File: src/rtl/apb_reg_bank.sv
// apb_reg_bank: parametrised APB slave register bank feeding the ALU datapath.
//
// Ports:
//   clk       - clock, all logic on the rising edge
//   reset     - asynchronous active-high reset
//   psel      - APB select
//   penable   - APB enable
//   pwrite    - 1 = write, 0 = read
//   paddr     - byte address (ADDR_WIDTH)
//   pwdata    - write data (DATA_WIDTH)
//   pstrb     - byte write strobes (DATA_WIDTH/8)
//   prdata    - read data, non-zero only in a read completion cycle that hits
//   pready    - transfer completion (combinational from registered state)
//   pslverr   - transfer error
//   regs_out  - flat register contents, reg i at [i*DATA_WIDTH +: DATA_WIDTH]
//   wr_pulse  - one-cycle pulse the cycle after reg i is written
//
// Optional feature macro: APB_REG_BANK_PSLVERR_EN
//   defined   - pslverr flags completions that miss the register window
//   undefined - pslverr tied 0, misses complete silently
module apb_reg_bank #(
    parameter int unsigned           DATA_WIDTH  = 32,
    parameter int unsigned           ADDR_WIDTH  = 32,
    parameter int unsigned           NUM_REGS    = 4,
    parameter logic [ADDR_WIDTH-1:0] BASE_ADDR   = ADDR_WIDTH'(32'h0000_0010),
    parameter int unsigned           WAIT_STATES = 0,
    parameter logic [DATA_WIDTH-1:0] RESET_VALUE = '0
) (
    input  logic                           clk,
    input  logic                           reset,
    input  logic                           psel,
    input  logic                           penable,
    input  logic                           pwrite,
    input  logic [ADDR_WIDTH-1:0]          paddr,
    input  logic [DATA_WIDTH-1:0]          pwdata,
    input  logic [DATA_WIDTH/8-1:0]        pstrb,
    output logic [DATA_WIDTH-1:0]          prdata,
    output logic                           pready,
    output logic                           pslverr,
    output logic [NUM_REGS*DATA_WIDTH-1:0] regs_out,
    output logic [NUM_REGS-1:0]            wr_pulse
);

    localparam int unsigned STRB_WIDTH = DATA_WIDTH / 8;
    localparam int unsigned CNT_WIDTH  = 4;
    localparam logic [CNT_WIDTH-1:0] CNT_LAST = CNT_WIDTH'(WAIT_STATES);

    typedef enum logic {
        S_IDLE   = 1'b0,
        S_ACCESS = 1'b1
    } state_t;

    state_t                 state_q, state_d;
    logic [CNT_WIDTH-1:0]   cnt_q, cnt_d;

    logic [NUM_REGS-1:0][DATA_WIDTH-1:0] regs_q, regs_d;
    logic [NUM_REGS-1:0]                 pulse_q, pulse_d;

    logic [ADDR_WIDTH-1:0] offset;
    logic [ADDR_WIDTH-1:0] idx;
    logic                  hit;
    logic                  wr_commit;
    logic                  rd_commit;

    // Address decode against the word-spaced register window
    assign offset = paddr - BASE_ADDR;
    assign idx    = offset >> 2;
    assign hit    = (paddr >= BASE_ADDR) && (offset[1:0] == 2'b00) &&
                    (idx < ADDR_WIDTH'(NUM_REGS));

    // Completion: access phase with the wait count exhausted
    assign pready    = (state_q == S_ACCESS) && psel && penable && (cnt_q == CNT_LAST);
    assign wr_commit = pready && pwrite && hit;
    assign rd_commit = pready && !pwrite && hit;

`ifdef APB_REG_BANK_PSLVERR_EN
    assign pslverr = pready && !hit;
`else
    assign pslverr = 1'b0;
`endif

    // FSM state and wait counter
    always_ff @(posedge clk or posedge reset) begin
        if (reset) begin
            state_q <= S_IDLE;
            cnt_q   <= '0;
        end else begin
            state_q <= state_d;
            cnt_q   <= cnt_d;
        end
    end

    // Next-state: setup phase opens ACCESS; psel drop aborts; count to completion
    always_comb begin
        state_d = state_q;
        cnt_d   = cnt_q;
        case (state_q)
            S_IDLE: begin
                if (psel && !penable) begin
                    state_d = S_ACCESS;
                    cnt_d   = '0;
                end
            end
            S_ACCESS: begin
                if (!psel) begin
                    state_d = S_IDLE;
                    cnt_d   = '0;
                end else if (cnt_q < CNT_LAST) begin
                    cnt_d = cnt_q + CNT_WIDTH'(1);
                end else begin
                    state_d = S_IDLE;
                    cnt_d   = '0;
                end
            end
            default: begin
                state_d = S_IDLE;
                cnt_d   = '0;
            end
        endcase
    end

    // Byte-strobed register update; the pulse fires on any hit write, even with no strobes
    always_comb begin
        regs_d  = regs_q;
        pulse_d = '0;
        if (wr_commit) begin
            for (int unsigned i = 0; i < NUM_REGS; i++) begin
                if (idx == ADDR_WIDTH'(i)) begin
                    pulse_d[i] = 1'b1;
                    for (int unsigned k = 0; k < STRB_WIDTH; k++) begin
                        if (pstrb[k]) begin
                            regs_d[i][k*8 +: 8] = pwdata[k*8 +: 8];
                        end
                    end
                end
            end
        end
    end

    // Register storage and write pulses
    always_ff @(posedge clk or posedge reset) begin
        if (reset) begin
            regs_q  <= {NUM_REGS{RESET_VALUE}};
            pulse_q <= '0;
        end else begin
            regs_q  <= regs_d;
            pulse_q <= pulse_d;
        end
    end

    // Read mux, zero outside a hitting read completion
    always_comb begin
        prdata = '0;
        if (rd_commit) begin
            for (int unsigned i = 0; i < NUM_REGS; i++) begin
                if (idx == ADDR_WIDTH'(i)) begin
                    prdata = regs_q[i];
                end
            end
        end
    end

    assign regs_out = regs_q;
    assign wr_pulse = pulse_q;

endmodule

File: config.mk
export PLATFORM = sky130hd
export DESIGN_NAME = apb_reg_bank
export DESIGN_NICKNAME = d
export VERILOG_FILES = /design/src/rtl/apb_reg_bank.sv
export SDC_FILE = /design/constraint.sdc
export NUM_CORES = 1
export LEC_CHECK = 0
export BUFFER_PORTS_ARGS = -buffer_cell sky130_fd_sc_hd__buf_2
export CORE_MARGIN = 5
export CORE_UTILIZATION = 35
export DETAILED_ROUTE_END_ITERATION = 12
export SLEW_MARGIN = 15
export SYNTH_ARGS = -nofsm -noshare
export SYNTH_HDL_FRONTEND = slang
export SYNTH_SLANG_ARGS = --single-unit
export TNS_END_PERCENT = 20
File: constraint.sdc
create_clock -name clk -period 3.66 [get_ports clk]
set_input_delay 0 -clock clk [delete_from_list [all_inputs] [get_ports clk]]
set_output_delay 0 -clock clk [all_outputs]
set_load 0.02 [all_outputs]
# Word level (Yosys, flattened, before mapping)
# Index checks and enable logic that the tools add are counted.
[classes]
add_sub_neg = 2
n_lt_le_gt_ge = 3
eq_ne = 4
mux = 18
n_bitwise = 1
n_reduce_logical = 31
[ops]
columns = ["operator", "count"]
rows = [
  ["two-way mux 32 bit", 5],
  ["== test 30 x 2 -> 1 bit, second input constant", 2],
  ["AND reduction 3 bit", 16],
  [">= comparator 32 x 5 -> 1 bit, second input constant", 1],
  ["logical NOT 32 bit", 1],
  ["subtractor 32 x 5 -> 32 bit, second input constant", 1],
  ["== test 30 x 1 -> 1 bit, second input constant", 1],
  ["< comparator 30 x 3 -> 1 bit, second input constant", 1],
  ["two-way mux 4 bit", 4],
  ["logical AND 1 bit", 10],
  ["case mux 4 bit (2 select lines)", 1],
  ["two-way mux 1 bit", 7],
  ["adder 4 x 1 -> 4 bit, second input constant", 1],
  ["logical NOT 4 bit", 1],
  ["< comparator 4 x 1 -> 1 bit, second input constant", 1],
  ["logical NOT 1 bit", 2],
  ["logical NOT 2 bit", 1],
  ["inequality test 2 bit, second input constant", 1],
  ["case mux 1 bit (2 select lines)", 1],
  ["inverter 1 bit", 1],
]
[totals]
register_bits = 137
in_bits = 73
out_inout_bits = 166
word_cells = 78

# Longest topological paths before layout
[depth]
ltp_word = 7
mapped_depth = 7
mapped_depth_nobuf = 5

# Worst setup path before layout
# OpenSTA, ideal clock, no wires.
[synth_timing]
path_type = "input -> register"
startpoint = "input paddr[10]"
endpoint = "register regs_q (netlist bit regs_out[112])"
setup_time_ns = 0.125
arrival_time_ns = 2.105
t_required_ns = 3.535
path_slack_ns = 1.430
stages = 7
n_path_buf = 2
path_cell_list = "or4_1 nor4_2 nand4_2 buf_6 or4_4 buf_6 mux2_4"
[synth_via]
elab_chain_len = 5
elab_cells_between_ends = 8
cone_classes = "add/sub (1); order compare (2); eq/ne (1); reduce/logical (4)"
[synth_rtl]
columns = ["element", "line", "rtl"]
rows = [
  ["from (decl)", "34", "input logic [ADDR_WIDTH-1:0] paddr,"],
  ["subtractor 32 x 5 -> 32 bit or >= comparator 32 x 5 -> 1 bit (tied branches)", "66, 68", ""],
  ["< comparator 30 x 3 -> 1 bit or logical AND 1 bit (tied branches)", "69, 68", ""],
  ["logical AND 1 bit", "68", "assign hit = (paddr >= BASE_ADDR) && (offset[1:0] == 2'b00) &&"],
  ["logical AND 1 bit", "73", "assign wr_commit = pready && pwrite && hit;"],
  ["AND reduction 3 bit (no line) *", "-", ""],
  ["to (signal assigned)", "143", "regs_q <= {NUM_REGS{RESET_VALUE}};"],
  ["to (signal assigned)", "146", "regs_q <= regs_d;"],
  ["to (decl)", "56", "logic [NUM_REGS-1:0][DATA_WIDTH-1:0] regs_q, regs_d;"],
]
# Mark *: on every way between the ends. The rest lies on a longest branch, timed or not.
# A chain may end at the register's enable or synchronous reset.

# Worst setup path in the final report
[layout_timing]
startpoint = "input pwrite"
endpoint = "register regs_q (netlist bit regs_out[19])"
[layout_via]
elab_chain_len = 3
[layout_rtl]
columns = ["element", "line", "rtl"]
rows = [
  ["from (decl)", "33", "input logic pwrite,"],
  ["logical AND 1 bit (2 in series)", "73", ""],
  ["AND reduction 3 bit (no line)", "-", ""],
]
# Every way passes these cells.

==> flow_summary.json <==
{
  "drt_iter0_drc": 136,
  "finalHoldViolCount": 0,
  "cts_num_sinks": 133,
  "period_share": 0.748,
  "hold_path.class": "in -> reg",
  "drc": 0,
  "worst_pin_slew_ns": 0.985,
  "cts_resized": 0,
  "outcome": "finished, final reports clean",
  "wl_met2_um": 9650,
  "maxSlewHeadroom": 0.343,
  "syn-num-nets": 510,
  "rsz0062_at_grt": "no",
  "gp_congestion": 0.824,
  "p_leak_nw": 4.99,
  "seq_area_frac_synth": 0.492,
  "ys_seq_elements": 133,
  "syn_inst": 437,
  "syn_area_um2": 6760,
  "cp.required_ns": 3.95,
  "slew_violations": 0,
  "syn_to_final_growth_pct": 36.8,
  "avgViaCountPerCell": 4.96,
  "die_y_um": 149,
  "critPathKind": "in -> reg",
  "syn_avg_cell_area_um2": 15.5,
  "layout.nets": 788,
  "fmax_ghz": 0.365,
  "powerDensity_nw_per_um2": 386,
  "fin_tns_setup_ns": 0,
  "portBuffers": 237,
  "vias": 4904,
  "clockBufferDepth": 2,
  "dp_cells": 920,
  "layout_min_cycle_time_ns": 2.74,
  "grt_overflow": 0,
  "drtAntennaViolNets": 0,
  "dieArea_um2": 22200,
  "dpl_cell_area_um2": 8220,
  "drt-wirelength-per-cell_um": 20.0,
  "cts_made_buffers": 17,
  "diodes": 0,
  "peakVddDrop_uv": 297,
  "grt.total_usage": 0.178,
  "clock-root-buffer": "clkbuf_16",
  "route.met3.wl_um": 1280,
  "clkLatencyLatePin_ns": 0.41,
  "dpl.hpwl_um": 13900,
  "crit_path_max_fanout": 8,
  "final_area_um2": 9250,
  "finClkSkew_ns": 0.00684,
  "synth_warnings": 0,
  "synth.distinct_cells": 36,
  "critical_path_arrival_ns": 3.03,
  "antenna_found_initial": 1,
  "finalSetupViolations": 0,
  "wl_met1_um": 8470,
  "start_util": 0.358,
  "critPathLaunchType": "primary input",
  "io_pins": 239,
  "wl_um": 19800,
  "path_clk_slew_ns": 0.06,
  "cts_tree": "done",
  "ctsHtreeMaxLevel": 4,
  "maxCapViolCount": 0,
  "grt_max_degree": 89,
  "end_kind": "register",
  "fin_cells": 988,
  "grt_pass1_vias": 5425,
  "grt_pass1_wl_um": 30800,
  "highest_layer": "met5",
  "drive_above_1_share": 0.559,
  "core_area_um2": 18900,
  "drt_pass1_iterations": 4,
  "die_x_um": 149,
  "core.rowCount": 50
}
## power by group
group | leakage [nW] | internal [W] | switching [W]
combinational | 2.81 | 0.0000788 | 0.000105
clock | 0.318 | 0.00126 | 0.000652
sequential | 1.86 | 0.00147 | 0.000000326
## path summary, 6_finish.rpt
check	startpoint	end	slack, ns	depth (start not counted)
max	pwrite	regs_out[19]	0.92	7
min	paddr[4]	wr_pulse[2]	0.03	4
max reg2reg	state_q	regs_out[19]	1.09	5
min reg2reg	regs_out[67]	regs_out[67]	0.50	1
max in group asynchronous	reset	regs_out[37]	2.51	4
min in group asynchronous	reset	regs_out[12]	0.31	3
## cell usage in the layout (no fill, tap or decap), types with 3 or more instances in the layout
cell type	instances
or3_1	4
nand4_1	4
mux2_4	80
mux4_2	32
mux2_1	48
buf_2	237
clkbuf_16	17
nand4b_1	4
nor3_1	7
dfrtp_1	133
nand3_1	10
clkbuf_8	3
nor4_4	5
nor2b_1	33
buf_4	12
bufinv_16	5
nor4_1	3
nor2_1	10
or4_1	11
dlygate4sd3_1	36
inv_1	3
nand3b_1	4
clkinvlp_4	3
## metal layers
| metal | up-vias | global-route usage |
|---|---|---|
| met1 | 2486 | 0.221 |
| met4 | 2 | 0.0558 |
| met3 | 26 | 0.0471 |
| met2 | 193 | 0.303 |
| met5 | - | 0 |
| li1 | 2197 | - |
## worst max-delay path, stage by stage
cell           delay (ns)
dlygate4sd3_1        0.52
buf_2                0.14
or4b_1               0.48
nor4_2               0.60
nand3_1              0.13
or4_1                0.74
mux2_4               0.40
## cells in the mapped netlist (all sizes together)
| library cell | instances | share of area |
|---|---|---|
| mux2 | 128 | 0.26 |
| a21oi | 1 | 0.00074 |
| clkbuf | 14 | 0.0078 |
| nor3b | 1 | 0.0011 |
| nor4b | 1 | 0.0013 |
| nor3 | 8 | 0.0067 |
| or2 | 2 | 0.0018 |
| or4 | 13 | 0.016 |
| nor2b | 33 | 0.031 |
| and3 | 1 | 0.00093 |
| a221o | 1 | 0.0015 |
| or4b | 1 | 0.0015 |
| nor2 | 10 | 0.0056 |
| dfrtp | 133 | 0.49 |
| nand3 | 10 | 0.0074 |
| nand4 | 5 | 0.0055 |
| o21bai | 1 | 0.0011 |
| mux4 | 32 | 0.11 |
| buf | 12 | 0.014 |
| nand2 | 2 | 0.0011 |
| conb | 1 | 0.00055 |
| inv | 4 | 0.0022 |
| or3 | 4 | 0.0037 |
| nor4 | 10 | 0.022 |
| nand3b | 4 | 0.0044 |
| or3b | 1 | 0.0013 |
| nand4b | 4 | 0.0052 |
## what timing repair did
item,in CTS,in global routing
endpoints found under the setup margin,0,0
hold buffers,36,0
setup buffers,0,0
endpoints found under the hold margin,219,0
## final cells by class
class | instances | area, µm²
Inverter | 4 | 20.0
Timing Repair Buffer | 285 | 1640
Sequential cell | 133 | 3330
Tap cell | 260 | 325
Multi-Input combinational cell | 274 | 3270
Fill cell | 1691 | 9640
Clock buffer | 20 | 467
Clock inverter | 12 | 200
## registers in the layout (all words and copies together), names as in the netlist
register / flops
regs_out: 128
state_q: 1
wr_pulse: 4
## metrics by stage
step	power [W]	setup WS, ns	hold WS, ns	utilization
finish	0.00357	0.923	0.0345	0.490
global route	0.00369	0.763	0.0376	0.490
CTS	0.00362	0.901	0.00327	0.490
detailed placement	0.00166	0.711	0.190	0.435
global placement	0.00165	0.737	0.186	0.435
floorplan	0.00157	0.106	0.0698	-
## cell families after synthesis
logic type / after synthesis / share of synthesized area
compound gates: 3 / 0.00333
other cells: 1 / 0.000555
buf+inv: 30 / 0.0240
flops: 133 / 0.492
mux: 160 / 0.364
simple gates: 110 / 0.116
Note: power is estimated with default switching activity, not from simulation.
